[config.mk]
export PLATFORM = sky130hd
export DESIGN_NAME = datamover_controller
export DESIGN_NICKNAME = d
export VERILOG_FILES = /design/src/rtl/datamover_pkg.sv /design/src/rtl/dm_burst_calc.sv /design/src/rtl/datamover_controller.sv
export SDC_FILE = /design/constraint.sdc
export NUM_CORES = 1
export LEC_CHECK = 0
export ABC_AREA = 0
export CAP_MARGIN = 5
export CORE_AREA = 2 2 199 201
export CTS_CLUSTER_DIAMETER = 40
export DETAILED_ROUTE_END_ITERATION = 16
export DIE_AREA = 0 0 201 203
export PLACE_DENSITY = 0.54
export RECOVER_POWER = 25
export SYNTH_ARGS = -nofsm -noshare
export SYNTH_HDL_FRONTEND = slang
export SYNTH_HIERARCHICAL = 1
export SYNTH_SLANG_ARGS = --single-unit
[constraint.sdc]
create_clock -name clk -period 4.3 [get_ports clk]
set_input_delay 0.86 -clock clk [delete_from_list [all_inputs] [get_ports clk]]
set_output_delay 0.86 -clock clk [all_outputs]
set_load 0.01 [all_outputs]
[src/rtl/datamover_pkg.sv]
// Shared constants, state encodings and helpers for the datamover AXI3 HP-port DMA.
// Pure definitions: no logic, no latency.
package datamover_pkg;

    localparam int         BEAT_BYTES  = 8;
    localparam int         BOUNDARY_4K = 4096;
    localparam int         PAGE_BEATS  = BOUNDARY_4K / BEAT_BYTES;
    localparam logic [2:0] AXSIZE_64   = 3'b011;
    localparam logic [1:0] BURST_INCR  = 2'b01;
    localparam logic [2:0] AXPROT_0    = 3'b000;

    typedef enum logic [2:0] {
        WR_IDLE,
        WR_ACK,
        WR_AW,
        WR_W,
        WR_B,
        WR_DONE
    } wr_state_t;

    typedef enum logic [1:0] {
        RD_IDLE,
        RD_ACK,
        RD_AR,
        RD_R
    } rd_state_t;

    // Byte length to 64-bit beat count, rounding a partial final word up.
    function automatic logic [20:0] len_to_beats(input logic [22:0] len);
        logic [23:0] t;
        t = {1'b0, len} + 24'd7;
        return t[23:3];
    endfunction

endpackage

[src/rtl/dm_burst_calc.sv]
// Burst sizer: beats = min(remaining, MAX_BURST, beats left in the current 4 KB page).
// Purely combinational, zero latency; no handshake.
module dm_burst_calc
    import datamover_pkg::*;
#(
    parameter int MAX_BURST = 16
) (
    input  logic [8:0]  page_beat_i,
    input  logic [20:0] remaining_i,
    output logic [4:0]  burst_o
);

    localparam logic [9:0] PAGE_BEATS_W = 10'(PAGE_BEATS);
    localparam logic [9:0] MAX_BURST_W  = 10'(MAX_BURST);

    logic [9:0] to_boundary;
    logic [4:0] cap;

    assign to_boundary = PAGE_BEATS_W - {1'b0, page_beat_i};
    assign cap         = (to_boundary < MAX_BURST_W) ? to_boundary[4:0] : 5'(MAX_BURST);
    assign burst_o     = (remaining_i < {16'd0, cap}) ? remaining_i[4:0] : cap;

endmodule

[src/rtl/datamover_controller.sv]
// Command-driven S2MM/MM2S DMA onto a 64-bit AXI3 HP port; the read path exists only with DATAMOVER_RD_PATH_EN.
// Ack one cycle after req; stream sides stall directly on wready/rready; one command per direction.
module datamover_controller
    import datamover_pkg::*;
#(
    parameter logic [3:0] AXI_ID    = 4'd0,
    parameter logic [3:0] AXI_CACHE = 4'b0011,
    parameter int         MAX_BURST = 16
) (
    input  logic        clk,
    input  logic        rst,
    input  logic [31:0] i_s2mm_wr_cmd_addr,
    input  logic [22:0] i_s2mm_wr_cmd_length,
    input  logic        i_wr_cmd_req,
    output logic        o_wr_cmd_ack,
    input  logic        i_wr_valid,
    input  logic [63:0] i_wr_data,
    output logic        o_wr_ready,
    output logic        o_write_finish,
    input  logic [54:0] i_rd_cmd_data,
    input  logic        i_rd_cmd_req,
    output logic        o_rd_cmd_ack,
    input  logic        i_rd_ready,
    output logic        o_rd_valid,
    output logic        o_rd_last,
    output logic [63:0] o_rd_data,
    input  logic        hp0_awready,
    output logic        hp0_awvalid,
    output logic [3:0]  hp0_awid,
    output logic [31:0] hp0_awaddr,
    output logic [3:0]  hp0_awlen,
    output logic [2:0]  hp0_awsize,
    output logic [1:0]  hp0_awburst,
    output logic [2:0]  hp0_awprot,
    output logic [3:0]  hp0_awcache,
    output logic [63:0] hp0_wdata,
    output logic [7:0]  hp0_wstrb,
    output logic        hp0_wlast,
    output logic        hp0_wvalid,
    input  logic        hp0_wready,
    input  logic [1:0]  hp0_bresp,
    input  logic        hp0_bvalid,
    output logic        hp0_bready,
    input  logic        hp0_arready,
    output logic        hp0_arvalid,
    output logic [3:0]  hp0_arid,
    output logic [31:0] hp0_araddr,
    output logic [3:0]  hp0_arlen,
    output logic [2:0]  hp0_arsize,
    output logic [1:0]  hp0_arburst,
    output logic [2:0]  hp0_arprot,
    output logic [3:0]  hp0_arcache,
    input  logic [63:0] hp0_rdata,
    input  logic [1:0]  hp0_rresp,
    input  logic        hp0_rlast,
    input  logic        hp0_rvalid,
    output logic        hp0_rready
);

    wr_state_t   wr_state_q, wr_state_d;
    logic [31:0] wr_addr_q, wr_addr_d;
    logic [20:0] wr_rem_q, wr_rem_d;
    logic [2:0]  wr_tail_q, wr_tail_d;
    logic [4:0]  wr_burst_q, wr_burst_d;
    logic [4:0]  wr_cnt_q, wr_cnt_d;
    logic [4:0]  wr_calc;
    logic        wr_final_burst;

    // bresp is deliberately ignored: an error response still completes the command.
    logic unused_wr;
    assign unused_wr = ^{hp0_bresp, i_s2mm_wr_cmd_addr[2:0]};

    dm_burst_calc #(.MAX_BURST(MAX_BURST)) u_wr_calc (
        .page_beat_i (wr_addr_q[11:3]),
        .remaining_i (wr_rem_q),
        .burst_o     (wr_calc)
    );

    assign wr_final_burst = (wr_rem_q == {16'd0, wr_burst_q});

    assign hp0_awid    = AXI_ID;
    assign hp0_awaddr  = wr_addr_q;
    assign hp0_awsize  = AXSIZE_64;
    assign hp0_awburst = BURST_INCR;
    assign hp0_awprot  = AXPROT_0;
    assign hp0_awcache = AXI_CACHE;

    always_ff @(posedge clk) begin
        if (rst) begin
            wr_state_q <= WR_IDLE;
            wr_addr_q  <= '0;
            wr_rem_q   <= '0;
            wr_tail_q  <= '0;
            wr_burst_q <= '0;
            wr_cnt_q   <= '0;
        end else begin
            wr_state_q <= wr_state_d;
            wr_addr_q  <= wr_addr_d;
            wr_rem_q   <= wr_rem_d;
            wr_tail_q  <= wr_tail_d;
            wr_burst_q <= wr_burst_d;
            wr_cnt_q   <= wr_cnt_d;
        end
    end

    always_comb begin
        wr_state_d     = wr_state_q;
        wr_addr_d      = wr_addr_q;
        wr_rem_d       = wr_rem_q;
        wr_tail_d      = wr_tail_q;
        wr_burst_d     = wr_burst_q;
        wr_cnt_d       = wr_cnt_q;
        o_wr_cmd_ack   = 1'b0;
        o_write_finish = 1'b0;
        o_wr_ready     = 1'b0;
        hp0_awvalid    = 1'b0;
        hp0_awlen      = 4'd0;
        hp0_wvalid     = 1'b0;
        hp0_wdata      = '0;
        hp0_wlast      = 1'b0;
        hp0_wstrb      = 8'hFF;
        hp0_bready     = 1'b0;
        unique case (wr_state_q)
            WR_IDLE: begin
                if (i_wr_cmd_req) begin
                    wr_addr_d  = {i_s2mm_wr_cmd_addr[31:3], 3'b000};
                    wr_rem_d   = len_to_beats(i_s2mm_wr_cmd_length);
                    wr_tail_d  = i_s2mm_wr_cmd_length[2:0];
                    wr_state_d = WR_ACK;
                end
            end
            WR_ACK: begin
                o_wr_cmd_ack = 1'b1;
                wr_state_d   = (wr_rem_q == '0) ? WR_DONE : WR_AW;
            end
            WR_AW: begin
                hp0_awvalid = 1'b1;
                hp0_awlen   = 4'(wr_calc - 5'd1);
                if (hp0_awready) begin
                    wr_burst_d = wr_calc;
                    wr_cnt_d   = '0;
                    wr_state_d = WR_W;
                end
            end
            WR_W: begin
                hp0_wvalid = i_wr_valid;
                o_wr_ready = hp0_wready;
                hp0_wdata  = i_wr_data;
                hp0_wlast  = (wr_cnt_q == wr_burst_q - 5'd1);
                // Only the very last word of the command carries a partial strobe.
                if (hp0_wlast && wr_final_burst && wr_tail_q != 3'd0) begin
                    hp0_wstrb = ~(8'hFF << wr_tail_q);
                end
                if (i_wr_valid && hp0_wready) begin
                    wr_cnt_d = wr_cnt_q + 5'd1;
                    if (hp0_wlast) begin
                        wr_addr_d  = wr_addr_q + {24'd0, wr_burst_q, 3'b000};
                        wr_rem_d   = wr_rem_q - {16'd0, wr_burst_q};
                        wr_state_d = WR_B;
                    end
                end
            end
            WR_B: begin
                hp0_bready = 1'b1;
                if (hp0_bvalid) begin
                    wr_state_d = (wr_rem_q == '0) ? WR_DONE : WR_AW;
                end
            end
            WR_DONE: begin
                o_write_finish = 1'b1;
                wr_state_d     = WR_IDLE;
            end
            default: wr_state_d = WR_IDLE;
        endcase
    end

`ifdef DATAMOVER_RD_PATH_EN
    rd_state_t   rd_state_q, rd_state_d;
    logic [31:0] rd_addr_q, rd_addr_d;
    logic [20:0] rd_rem_q, rd_rem_d;
    logic [4:0]  rd_burst_q, rd_burst_d;
    logic [4:0]  rd_calc;
    logic        rd_final_burst;

    logic unused_rd;
    assign unused_rd = ^{hp0_rresp, i_rd_cmd_data[2:0]};

    dm_burst_calc #(.MAX_BURST(MAX_BURST)) u_rd_calc (
        .page_beat_i (rd_addr_q[11:3]),
        .remaining_i (rd_rem_q),
        .burst_o     (rd_calc)
    );

    assign rd_final_burst = (rd_rem_q == {16'd0, rd_burst_q});

    assign hp0_arid    = AXI_ID;
    assign hp0_araddr  = rd_addr_q;
    assign hp0_arsize  = AXSIZE_64;
    assign hp0_arburst = BURST_INCR;
    assign hp0_arprot  = AXPROT_0;
    assign hp0_arcache = AXI_CACHE;

    always_ff @(posedge clk) begin
        if (rst) begin
            rd_state_q <= RD_IDLE;
            rd_addr_q  <= '0;
            rd_rem_q   <= '0;
            rd_burst_q <= '0;
        end else begin
            rd_state_q <= rd_state_d;
            rd_addr_q  <= rd_addr_d;
            rd_rem_q   <= rd_rem_d;
            rd_burst_q <= rd_burst_d;
        end
    end

    always_comb begin
        rd_state_d   = rd_state_q;
        rd_addr_d    = rd_addr_q;
        rd_rem_d     = rd_rem_q;
        rd_burst_d   = rd_burst_q;
        o_rd_cmd_ack = 1'b0;
        o_rd_valid   = 1'b0;
        o_rd_last    = 1'b0;
        o_rd_data    = '0;
        hp0_arvalid  = 1'b0;
        hp0_arlen    = 4'd0;
        hp0_rready   = 1'b0;
        unique case (rd_state_q)
            RD_IDLE: begin
                if (i_rd_cmd_req) begin
                    rd_addr_d  = {i_rd_cmd_data[31:3], 3'b000};
                    rd_rem_d   = len_to_beats(i_rd_cmd_data[54:32]);
                    rd_state_d = RD_ACK;
                end
            end
            RD_ACK: begin
                o_rd_cmd_ack = 1'b1;
                rd_state_d   = (rd_rem_q == '0) ? RD_IDLE : RD_AR;
            end
            RD_AR: begin
                hp0_arvalid = 1'b1;
                hp0_arlen   = 4'(rd_calc - 5'd1);
                if (hp0_arready) begin
                    rd_burst_d = rd_calc;
                    rd_state_d = RD_R;
                end
            end
            RD_R: begin
                hp0_rready = i_rd_ready;
                o_rd_valid = hp0_rvalid;
                o_rd_data  = hp0_rdata;
                o_rd_last  = hp0_rlast && rd_final_burst;
                if (hp0_rvalid && i_rd_ready && hp0_rlast) begin
                    rd_addr_d  = rd_addr_q + {24'd0, rd_burst_q, 3'b000};
                    rd_rem_d   = rd_rem_q - {16'd0, rd_burst_q};
                    rd_state_d = rd_final_burst ? RD_IDLE : RD_AR;
                end
            end
            default: rd_state_d = RD_IDLE;
        endcase
    end
`else
    logic unused_rd;
    assign unused_rd = ^{i_rd_cmd_data, i_rd_cmd_req, i_rd_ready, hp0_arready,
                         hp0_rdata, hp0_rresp, hp0_rlast, hp0_rvalid};

    assign o_rd_cmd_ack = 1'b0;
    assign o_rd_valid   = 1'b0;
    assign o_rd_last    = 1'b0;
    assign o_rd_data    = '0;
    assign hp0_arvalid  = 1'b0;
    assign hp0_arid     = '0;
    assign hp0_araddr   = '0;
    assign hp0_arlen    = '0;
    assign hp0_arsize   = '0;
    assign hp0_arburst  = '0;
    assign hp0_arprot   = '0;
    assign hp0_arcache  = '0;
    assign hp0_rready   = 1'b0;
`endif

endmodule

======== Word-level counts from Yosys, hierarchy flattened ========
Cells that the tools add are included.
word-level totals
  output and inout bits ................... 252
  word-level logic and storage cells ...... 73
  register bits ........................... 69
  input port bits ......................... 254
cells by class
  reduce and logical (&&, ||, !) cells .... 13
  mux-type cells .......................... 31
  add/subtract/negate cells ............... 7
  $lt $le $gt $ge ......................... 2
  eq/ne operators ......................... 12
  bitwise logic cells ..................... 1
  shift-type cells ........................ 1
operator list
  kind                                                 number
  2-to-1 mux 32 bit                                    3
  2-to-1 mux 64 bit                                    1
  one-hot mux 32 bit (2 select lines)                  1
  2-to-1 mux 21 bit                                    3
  one-hot mux 21 bit (2 select lines)                  1
  adder 32 x 8 -> 32 bit                               1
  adder 23 x 3 -> 24 bit, second input constant        1
  equality test 21 x 5 -> 1 bit                        1
  logical NOT 21 bit                                   1
  < comparator 21 x 5 -> 1 bit                         1
  subtractor 21 x 5 -> 21 bit                          1
  2-to-1 mux 5 bit                                     4
  2-to-1 mux 3 bit                                     6
  2-to-1 mux 8 bit                                     2
  one-hot mux 3 bit (5 select lines)                   1
  < comparator 10 x 5 -> 1 bit, second input constant  1
  != test 2 bit, second input constant                 5
  one-hot mux 5 bit (2 select lines)                   1
  subtractor 10 x 9 -> 10 bit, first input constant    1
  NOT 8 bit                                            1
  left shift 8 x 3 -> 8 bit, first input constant      1
  2-to-1 mux 1 bit                                     7
  equality test 3 x 2 -> 1 bit, second input constant  2
  equality test 3 bit, second input constant           2
  other kinds (14)                                     18

======== Logic depth before layout (Yosys ltp) ========
  depth after elaboration ................. 7
  mapped depth ............................ 16
  mapped depth without buffers ............ 16

======== Modules after synthesis ========
Netlist, hierarchy kept.
modules (own cells, without submodules)
  module                area an instance (um^2)  sequential area each (um^2)  instances  cells each
  datamover_controller  6,243.5                  1,321.3                      1          851
  dm_burst_calc         350.3                    0.0                          1          48

======== Worst setup path before layout ========
Ideal clock, no wire load.
  path type ............................... register to output
  start point ............................. register wr_addr_q[3], in the netlist hp0_awaddr[3]
  end point ............................... output port hp0_awlen[2]
  cell stages (with the launch flop) ...... 16
  setup slack ............................. 0.352 ns
  arrival time ............................ 3.088 ns
  required time ........................... 3.440 ns
  buffers on the path ..................... 0
  cells stage by stage .................... dfxtp_1 -> inv_1 -> ha_1 -> nand2b_1 -> or4_1 -> a21oi_1 -> ha_1 -> a211oi_1 -> nand3_1 -> nor2_1 -> o21ai_2 -> mux2i_1 -> inv_1 -> ha_1 -> xnor2_1 -> nor2_1
between the ends
  cells in the longest elaborated chain, start to end .. 7
RTL lines
  what                             line                         source
  start: declaration               datamover_controller.sv:61   logic [31:0] wr_addr_q, wr_addr_d;
  start signal: assignment         datamover_controller.sv:98   wr_addr_q <= wr_addr_d;
  subtractor 10 x 9 -> 10 bit (*)  dm_burst_calc.sv:19          assign to_boundary = PAGE_BEATS_W - {1'b0, page_beat_i};
  < comparator 10 x 5 -> 1 bit     dm_burst_calc.sv:20          assign cap = (to_boundary < MAX_BURST_W) ? to_boundary[4:0] : 5'(MAX_BURST);
  2-to-1 mux 5 bit (*)             dm_burst_calc.sv:20
  < comparator 21 x 5 -> 1 bit     dm_burst_calc.sv:21          assign burst_o = (remaining_i < {16'd0, cap}) ? remaining_i[4:0] : cap;
  2-to-1 mux 5 bit (*)             dm_burst_calc.sv:21
  via wr_calc[0]                   datamover_controller.sv:66   logic [4:0] wr_calc;
  subtractor 4 x 1 -> 4 bit (*)    datamover_controller.sv:138  hp0_awlen = 4'(wr_calc - 5'd1);
  2-to-1 mux 4 bit (*)             datamover_controller.sv:123  unique case (wr_state_q)
  end: declaration                 datamover_controller.sv:31   output logic [3:0] hp0_awlen,
Mark *: on every way through the listed nets, which the timed path passes. The rest lies on a longest branch.

======== Worst setup path after layout ========
Same ends and word-level chain as after synthesis.

==> key figures <==
Synth
  • Part of the Yosys area used for sequential elements: 20.0%
  • Post-synth ARST share: 0%
  • Share of the synthesized area in the top cell type: 20.0%
  • Synth Area per Inst: 7.33 µm²
  • Yosys warning count: 6
  • Synth Cell Area: 0.00659 mm²
  • Commonest register cell after synthesis: dfxtp_1
  • Count of different cell masters after synthesis: 76
  • Cells after synthesis: 899
  • Synthesized flop and latch total: 66
  • Post-synth EDFFs: 0
  • Ranking of synthesized cells by area: dfxtp_1 (20%), buf_4 (16%), and2_1 (6.8%)
  • Area leader, netlist: dfxtp_1

Power
  • Cell leakage power: 3.73 nW
  • Logic pwr share: 48.4%
  • Internal: 1.89 mW
  • Sequential power share: 27.0%
  • Pwr Total: 3.18 mW
  • Net Sw Frac: 40.6%
  • Clock share of power: 24.5%
  • Pwr Density: 331 mW/mm²
  • Sw Pwr: 1.29 mW
  • Peak VDD IR: 0.150 mV

Timing
  • Final Max Slew Viols: 74
  • Worst slew pin tran: 1.63 ns
  • RSZ-0062 raised after global routing: true
  • Max_slew headroom: -8.81%
  • Final setup vio count: 0
  • Final Hold Fails: 0
  • Fmax: 235 MHz
  • Post-route minimum period: 4.26 ns
  • WHS: 0.497 ns
  • Part of the cycle the worst path needs: 99.1%
  • Setup Skew: 0.00984 ns

Detailed routing
  • Drt wl/cell: 15.5 µm
  • Final WL: 25700 µm
  • Initial DRC count: 451
  • DR pass1 iterations: 5
  • Antenna viol nets, final: 0
  • Vias per std cell: 4.19
  • DR vias: 6953
  • DR DRC count: 0

Critical path
  • R2r endpoint: hp0_awaddr[9]
  • Worst R2R Path Depth: 10
  • Setup slack, reg-to-reg: 1.03 ns
  • WP data arrival: 3.40 ns
  • Crit path capture type: primary output
  • Reg2reg start: wr_burst_q[0]
  • Worst Path Max Fanout: 3
  • Crit Path Class: flip-flop to primary output
  • Worst Setup Start Kind: flip-flop
  • Worst path required time: 3.44 ns

CTS
  • Clock transition at the registers of the reported paths: 0.06 ns
  • Clk Tree Root Cell: clkbuf_16
  • Clk_lat worst skew: 0.35 ns
  • TritonCTS Buffers: 9
  • CTS H-tree lvls: 3
  • Max Buffers Root-to-Sink: 2
  • # clock sinks: 66
  • CTS tree: built

Global routing
  • Largest net degree at the start of global routing: 74
  • Number of global-route vias before repair: 6524
  • GRT overflow: 0
  • Total GRT Usage: 12.1%
  • First-pass GRT wire length: 38200 µm
  • Initial antenna violation count: 3

Final layout
  • Ant. Diodes: 0
  • Fin area: 0.00960 mm²
  • Share of layout cells above drive strength 1: 9.10%
  • Final Util: 25.0%
  • Area Growth Syn to Fin: 45.6%
  • Net count, final: 1412
  • Post-Layout Cell Count: 1661

Placement
  • Cell Area, Placed: 0.00913 mm²
  • Inst Count DP: 1640
  • Post-DP HPWL: 20300 µm
  • I/O Buffers: 233
  • GPL Wtd Cong: 0.807

Run
  • Max-cap violations: 1

Die
  • Cell Rows: 72
  • Die W: 201 µm
  • I/O pin total: 506
  • Die area: 0.0408 mm²
  • Die Ht: 203 µm
  • Core area: 0.0385 mm²
  • Initial Util: 17.1%

Min path
  • Hold endpoint: wr_rem_q[20]
  • Hold Crit Depth: 2
  • Hold path start: wr_rem_q[20]
  • HP Class: flip-flop to flip-flop

Run status
  • Status: complete, but fails checks
  • Failing checks: capacitance limit, slew limit
[cell families (layout without fill, tap and decap cells)]
group | Yosys count | in the layout | synth area share (%)
xor+xnor | 35 | 35 | 4.65
mux | 6 | 6 | 0.911
buf+inv | 214 | 319 | 20.9
other cells | 2 | 141 | 0.114
fa+ha+maj | 20 | 20 | 4.02
compound gates | 204 | 204 | 21.0
flops | 66 | 66 | 20.0
simple gates | 352 | 352 | 28.4
[cell type report]
type | instances | area, µm²
fillers | 4269 | 28900
multi-input cells | 758 | 4560
repair buffers | 277 | 2660
flip-flops and latches | 66 | 1320
well taps | 518 | 648
clock buffers | 11 | 253
inverters | 26 | 97.6
clock inverters | 5 | 52.6
[layer usage]
layer | GRT usage (%) | share of wire (%) | vias to the layer above | wire [µm]
li1 | - | - | 3367 | -
met1 | 13.7 | 40 | 3283 | 10200
met2 | 22.0 | 51 | 277 | 13100
met3 | 3.74 | 7.5 | 22 | 1930
met4 | 3.10 | 1.7 | 4 | 427
met5 | 0 | 0.097 | - | 25
[synth_stat cells, types with 8 or more instances]
cell type,instances
nand2_1,73
nor4_1,14
and3_1,8
and2_1,72
a21o_1,10
buf_2,19
xor2_1,13
inv_1,26
clkbuf_1,22
nand3_1,26
o211ai_1,8
dfxtp_1,66
nor2_1,73
o31ai_1,12
ha_1,18
nand4_1,22
o21ai_0,40
xnor2_1,22
a211oi_1,17
nor3_1,22
a21oi_1,53
buf_4,144
[state kept, by name, summed over array words and instances, names as in the netlist]
| register | cells |
|---|---|
| wr_state_q | 3 |
| wr_burst_q | 5 |
| wr_rem_q | 21 |
| wr_cnt_q | 5 |
| wr_tail_q | 3 |
| hp0_awaddr | 29 |
[how the worst max path moves through the flow]
stage | start | end | slack [ns] | depth (start not counted)
after CTS | hp0_awaddr[4] | hp0_awlen[3] | -0.02 | 17
final | hp0_awaddr[3] | hp0_awlen[2] | 0.04 | 17
after global placement | hp0_awaddr[3] | hp0_awlen[2] | -0.09 | 17
after detailed placement | hp0_awaddr[3] | hp0_awlen[2] | -0.14 | 17
after floorplan | hp0_awaddr[3] | hp0_awlen[2] | 0.35 | 15
after global routing | hp0_awaddr[3] | hp0_awlen[3] | -0.08 | 16
[per-stage QoR]
| stage | TNS (ns) | setup WS (ns) |
|---|---|---|
| 2_1_floorplan | 0 | 0.352 |
| 3_3_place_gp | -0.226 | -0.0859 |
| 3_5_place_dp | -0.351 | -0.141 |
| 4_1_cts | -0.0217 | -0.0217 |
| 5_1_grt | -0.154 | -0.0830 |
| 6_report | 0 | 0.0392 |
[critical path, cell delays in order (launching register included)]
cell and delay (ns):
dfxtp_2 0.32, inv_2 0.07, ha_4 0.15, nand2b_4 0.05, or4_4 0.41, a21oi_2 0.16
buf_6 0.14, ha_4 0.20, a211oi_2 0.22, nand3_1 0.11, nor2_2 0.16, o21ai_4 0.10
mux2i_2 0.25, inv_1 0.11, ha_4 0.17, xnor2_2 0.13, nor2_1 0.13, buf_2 0.16
[cell usage in the layout (no fill, tap or decap), types with 6 or more instances in the layout]
master / synthesis / routed
clkdlybuf4s50_1: 0 / 198
conb_1: 2 / 141
nor2_1: 73 / 72
nand2_1: 73 / 72
and2_1: 72 / 71
dfxtp_1: 66 / 64
a21oi_1: 53 / 51
o21ai_0: 40 / 40
buf_4: 144 / 37
dlygate4sd3_1: 0 / 30
nand3_1: 26 / 25
inv_1: 26 / 24
nand4_1: 22 / 22
nor3_1: 22 / 20
xnor2_1: 22 / 20
a211oi_1: 17 / 16
nor4_1: 14 / 14
ha_1: 18 / 14
xor2_1: 13 / 13
o31ai_1: 12 / 12
a21o_1: 10 / 10
clkbuf_16: 0 / 9
and3_1: 8 / 8
o211ai_1: 8 / 8
a32o_1: 6 / 6
a31oi_1: 6 / 6
[what timing repair did]
| item | in CTS | in global routing |
|---|---|---|
| setup endpoints to repair | 4 | 4 |
| hold buffers | 0 | 0 |
| pin swaps | 12 | 15 |
| resized for setup | 35 | 8 |
| hold endpoints to repair | 0 | 0 |
| buffers inserted | 5 | 2 |
[power groups by stage]
stage	clock [mW]	combinational [mW]	sequential, mW
after floorplan	0	0.915	0.864
after global placement	0	1.49	0.865
after detailed placement	0	1.50	0.868
after CTS	0.794	1.54	0.858
after global routing	0.819	1.69	0.879
final	0.780	1.54	0.859
(Power assumes the default switching activity.)
